**config.mk**
```make
export PLATFORM = sky130hd
export DESIGN_NAME = cond_exec_stage
export DESIGN_NICKNAME = d
export VERILOG_FILES = /design/src/rtl/cond_exec_stage.sv
export SDC_FILE = /design/constraint.sdc
export NUM_CORES = 1
export LEC_CHECK = 0
export ABC_AREA = 1
export CAP_MARGIN = 20
export CORE_ASPECT_RATIO = 1.4
export CORE_UTILIZATION = 40
export DETAILED_ROUTE_END_ITERATION = 6
export PLACE_DENSITY = 0.71
export SETUP_SLACK_MARGIN = 0.05
export SYNTH_ARGS = -nofsm -noshare
export SYNTH_HDL_FRONTEND = slang
export SYNTH_SLANG_ARGS = --single-unit
```
**constraint.sdc**
```tcl
create_clock -name clk -period 1.37 [get_ports clk]
set_input_delay 0.274 -clock clk [delete_from_list [all_inputs] [get_ports clk]]
set_output_delay 0.274 -clock clk [all_outputs]
set_load 0.1 [all_outputs]
```
**src/rtl/cond_exec_stage.sv**
```systemverilog
// Conditional-execution stage: registers decoder controls for one cycle, evaluates the
// condition field against the NZCV register and gates the side-effect controls and flag writes.
module cond_exec_stage (
   input  logic       clk,
   input  logic       reset,
   input  logic       stall,
   input  logic       flush,
   input  logic       valid_in,
   input  logic [3:0] Cond,
   input  logic       PCS,
   input  logic       RegWrite,
   input  logic       MemWrite,
   input  logic [1:0] FlagW,
   input  logic [3:0] ALUFlags,
   output logic       PCSrc,
   output logic       RegWriteEx,
   output logic       MemWriteEx,
   output logic       CondEx,
   output logic [3:0] Flags
);

   logic       valid_reg;
   logic [3:0] cond_reg;
   logic       pcs_reg;
   logic       regw_reg;
   logic       memw_reg;
   logic [1:0] flagw_reg;
   logic [1:0] nz_reg;
   logic [1:0] cv_reg;
   logic       cond_pass;
   logic       flag_n, flag_z, flag_c, flag_v;

   assign Flags = {nz_reg, cv_reg};
   assign flag_n = nz_reg[1];
   assign flag_z = nz_reg[0];
   assign flag_c = cv_reg[1];
   assign flag_v = cv_reg[0];

   always_comb begin
      cond_pass = 1'b0;
      case (cond_reg)
         4'b0000: cond_pass = flag_z;
         4'b0001: cond_pass = !flag_z;
         4'b0010: cond_pass = flag_c;
         4'b0011: cond_pass = !flag_c;
         4'b0100: cond_pass = flag_n;
         4'b0101: cond_pass = !flag_n;
         4'b0110: cond_pass = flag_v;
         4'b0111: cond_pass = !flag_v;
         4'b1000: cond_pass = flag_c & !flag_z;
         4'b1001: cond_pass = !flag_c | flag_z;
         4'b1010: cond_pass = (flag_n == flag_v);
         4'b1011: cond_pass = (flag_n != flag_v);
         4'b1100: cond_pass = !flag_z & (flag_n == flag_v);
         4'b1101: cond_pass = flag_z | (flag_n != flag_v);
         4'b1110: cond_pass = 1'b1;
         default: cond_pass = 1'b0;
      endcase
   end

   assign CondEx     = valid_reg & cond_pass;
   assign PCSrc      = pcs_reg  & CondEx & !stall;
   assign RegWriteEx = regw_reg & CondEx & !stall;
   assign MemWriteEx = memw_reg & CondEx & !stall;

   // A taken branch squashes the instruction being captured on the same edge.
   always_ff @(posedge clk or negedge reset) begin
      if (!reset) begin
         valid_reg <= 1'b0;
         cond_reg  <= 4'b0000;
         pcs_reg   <= 1'b0;
         regw_reg  <= 1'b0;
         memw_reg  <= 1'b0;
         flagw_reg <= 2'b00;
      end else if (!stall) begin
         if (flush || PCSrc) begin
            valid_reg <= 1'b0;
            cond_reg  <= 4'b0000;
            pcs_reg   <= 1'b0;
            regw_reg  <= 1'b0;
            memw_reg  <= 1'b0;
            flagw_reg <= 2'b00;
         end else begin
            valid_reg <= valid_in;
            cond_reg  <= Cond;
            pcs_reg   <= PCS;
            regw_reg  <= RegWrite;
            memw_reg  <= MemWrite;
            flagw_reg <= FlagW;
         end
      end
   end

   always_ff @(posedge clk or negedge reset) begin
      if (!reset) begin
         nz_reg <= 2'b00;
         cv_reg <= 2'b00;
      end else if (!stall && CondEx) begin
         if (flagw_reg[1]) nz_reg <= ALUFlags[3:2];
         if (flagw_reg[0]) cv_reg <= ALUFlags[1:0];
      end
   end

endmodule

```
==> metrics.md <==
| Metric | Value |
|---|---|
| Final max-slew violation count | `0` |
| CTS Buffer Depth | `2` |
| Final ANT Viol Nets | `0` |
| Worst hold path class | `input port to async pin` |
| Post-synth net total | `140` |
| CTS root buf | `clkbuf_4` |
| FF+latch count, synth | `14` |
| Crit. End Element | `output pin` |
| Largest net degree at the start of global routing | `15` |
| Relative slew slack | `84.07%` |
| Worst Skew | `about 0.0048 ns` |
| Worst r2r path cells | `14` |
| Clk Latency, worst-skew pair | `0.27 ns` |
| Die Wd | `between 40 and 50 µm` |
| VDD IR-drop max | `619.2 µV` |
| Final design utilization | `71.15%` |
| Hold_buf cts | `0` |
| Synth Warn # | `0` |
| Worst Setup Start Kind | `register` |
| Final cell count without fillers | `184` |
| Period minus WS final | `~2.1 ns` |
| Detailed Routing Iterations Pass 1 | `4` |
| Cells after DPL | `176` |
| Worst-margin pin slew | `0.2390 ns` |
| Setup WS pre-CTS | `-0.5031 ns` |
| Port buffer count | `25` |
| Grt ovf | `0` |
| Vias post-DR | `roughly 930` |
| Antenna violations before repair | `0` |
| Synth top area share | `a little over two fifths` |
| TritonCTS clock tree | `yes` |
| CP required | `1.10 ns` |
| Core area | `1973 µm²` |
| H-tree levels | `1` |
| Initial drt markers | `8` |
| Layout cells sized above 1 | `33.13%` |
| First-pass GRT wire length | `between 3000 and 4000 µm` |
| Drt total wl | `between 2000 and 2500 µm` |
| Placed cell area | `1308 µm²` |
| Via density | `5.049` |
| Most common cell after layout, fill and taps aside | `nand2_1` |
| R2r startpoint | `cv_reg[0]$_DFFE_PN0P_` |
| Largest cells by area after synthesis | `dfrtp_1 42%, nand2_1 21%, nand4_1 9.0%` |
| Total power | `1.421 mW` |
| Mapped cell area | `834.6 µm²` |
| Final Wtd Congestion | `0.7525` |
| Crit Path Max Fanout | `4` |
| Initial core utilization | `42.30%` |
| Core Rows | `19` |
| Pwr/cell area | `1012 nW/µm²` |
| RSZ-0062 raised after global routing | `yes` |
| I/O pins | `26` |
| Most frequent cells in the layout | `40 x nand2_1, 17 x clkdlybuf4s50_1, 12 x nand4_1, 12 x buf_4, 10 x inv_1` |
| Area of the die | `2276 µm²` |
| Total negative setup slack | `-6.871 ns` |
| Synthesized instance count | `122` |
| Synthesized area per cell | `just under 7 µm²` |
| Post-DP HPWL | `1682 µm` |
| Synth area leader | `dfrtp_1` |
| Post-route DRC violation count | `0` |
| Layout area overhead | `68.22%` |
| Inserted Clock Buffers | `3` |
| Final Worst Setup Slack | `-0.7512 ns` |
| Pleak | `approximately 0.67 nW` |
| Sequential-to-total area share from yosys stat | `41.98%` |
| Endpoints failing setup | `19` |
| Antenna diodes | `0` |
| Count of final hold-check violations | `0` |
| Max reg flops | `4` |
| Fin Hold WS | `0.3055 ns` |
| Die Ht | `56.05 µm` |
| CP startpoint | `cv_reg[0]$_DFFE_PN0P_` |
| Fmax | `471.4 MHz` |
| Vias in the first global route | `888` |
| Setup CP Type | `register to output pin` |
| NumNets Final | `183` |
| All-Layer GR Usage | `about a fifth` |
| CTS Sinks | `14` |
| Design Area, Final | `1404 µm²` |
| Clock slew at reported path FFs | `0.08 ns` |
| Final Cycle Share | `154.8%` |
| Status | `finished, violations left` |
| Library cells used by synthesis | `19` |
| Violated checks | `setup timing` |
| Arr. time, crit path | `1.85 ns` |
| Max-cap violations | `0` |
| Drt wl/cell | `11.76 µm` |
-- critical path, stage by stage (launching register included) --
cell	delay (ns)
dfrtp_4	0.51
nand2_2	0.11
nand2_2	0.07
nand2_2	0.07
nand2_1	0.05
nand2_1	0.05
nand2_1	0.06
nor2_2	0.09
nand2_2	0.08
nand2_2	0.08
clkinvlp_4	0.11
buf_4	0.15
buf_12	0.16
-- cell families (layout without fill, tap and decap cells) --
group | after synthesis | in the layout | synth area share [%]
compound gates | 6 | 6 | 4.048
buf+inv | 21 | 62 | 10.49
flops | 14 | 14 | 41.98
simple gates | 81 | 81 | 43.48
-- where the power goes --
group	internal, mW	switching [mW]	total, mW	leakage, nW
clock	0.101	0.113	0.214	0.0138
combinational	0.287	0.386	0.672	0.485
sequential	0.474	0.0599	0.534	0.176
total	0.862	0.558	1.42	0.675
-- area by class of cell --
class / count / area, µm²
Multi-Input combinational cell: 87 / 451.7
Fill cell: 174 / 569.3
Timing Repair Buffer: 41 / 465.4
Clock buffer: 3 / 22.52
Inverter: 18 / 71.32
Sequential cell: 14 / 366.6
Tap cell: 21 / 26.28
-- timing repair --
action                                 in CTS  in global routing
cloned                                      1                  0
setup buffers                               2                  2
resized for setup                          10                  3
pin swaps                                   3                  0
endpoints found under the hold margin       0                  0
setup endpoints to repair                  22                 22
-- routing by layer --
| layer | global-route usage (%) | share of wire [%] | vias up |
|---|---|---|---|
| li1 | - | - | 474 |
| met1 | 22.31 | 37 | 431 |
| met2 | 40.14 | 59 | 22 |
| met3 | 1.200 | 2.4 | 2 |
| met4 | 7.143 | 1.2 | 0 |
| met5 | 0 | 0 | - |
-- synth_stat cells --
master    instances
nand3_2           1
a21oi_1           1
inv_2             1
nand2_2           2
nand3_1           8
o21ai_1           4
nand4_1          12
inv_1            16
buf_2             1
nand3b_1          1
clkbuf_1          1
dfrtp_1          14
clkinv_1          1
nor2_1            9
buf_6             1
a21oi_2           1
nand2_1          46
nor3_1            1
nor2_2            1
-- path summary, 6_finish.rpt --
check,endpoint,slack [ns]
hold / removal,memw_reg$_DFFE_PN0N_,0.31
min in group clk,memw_reg$_DFFE_PN0N_,0.49
hold reg to reg,memw_reg$_DFFE_PN0N_,0.49
setup reg to reg,valid_reg$_DFFE_PN0N_,-0.31
setup / recovery,CondEx,-0.75
max in group asynchronous,cv_reg[0]$_DFFE_PN0P_,0.87
Note: power is estimated with default switching activity, not from simulation.
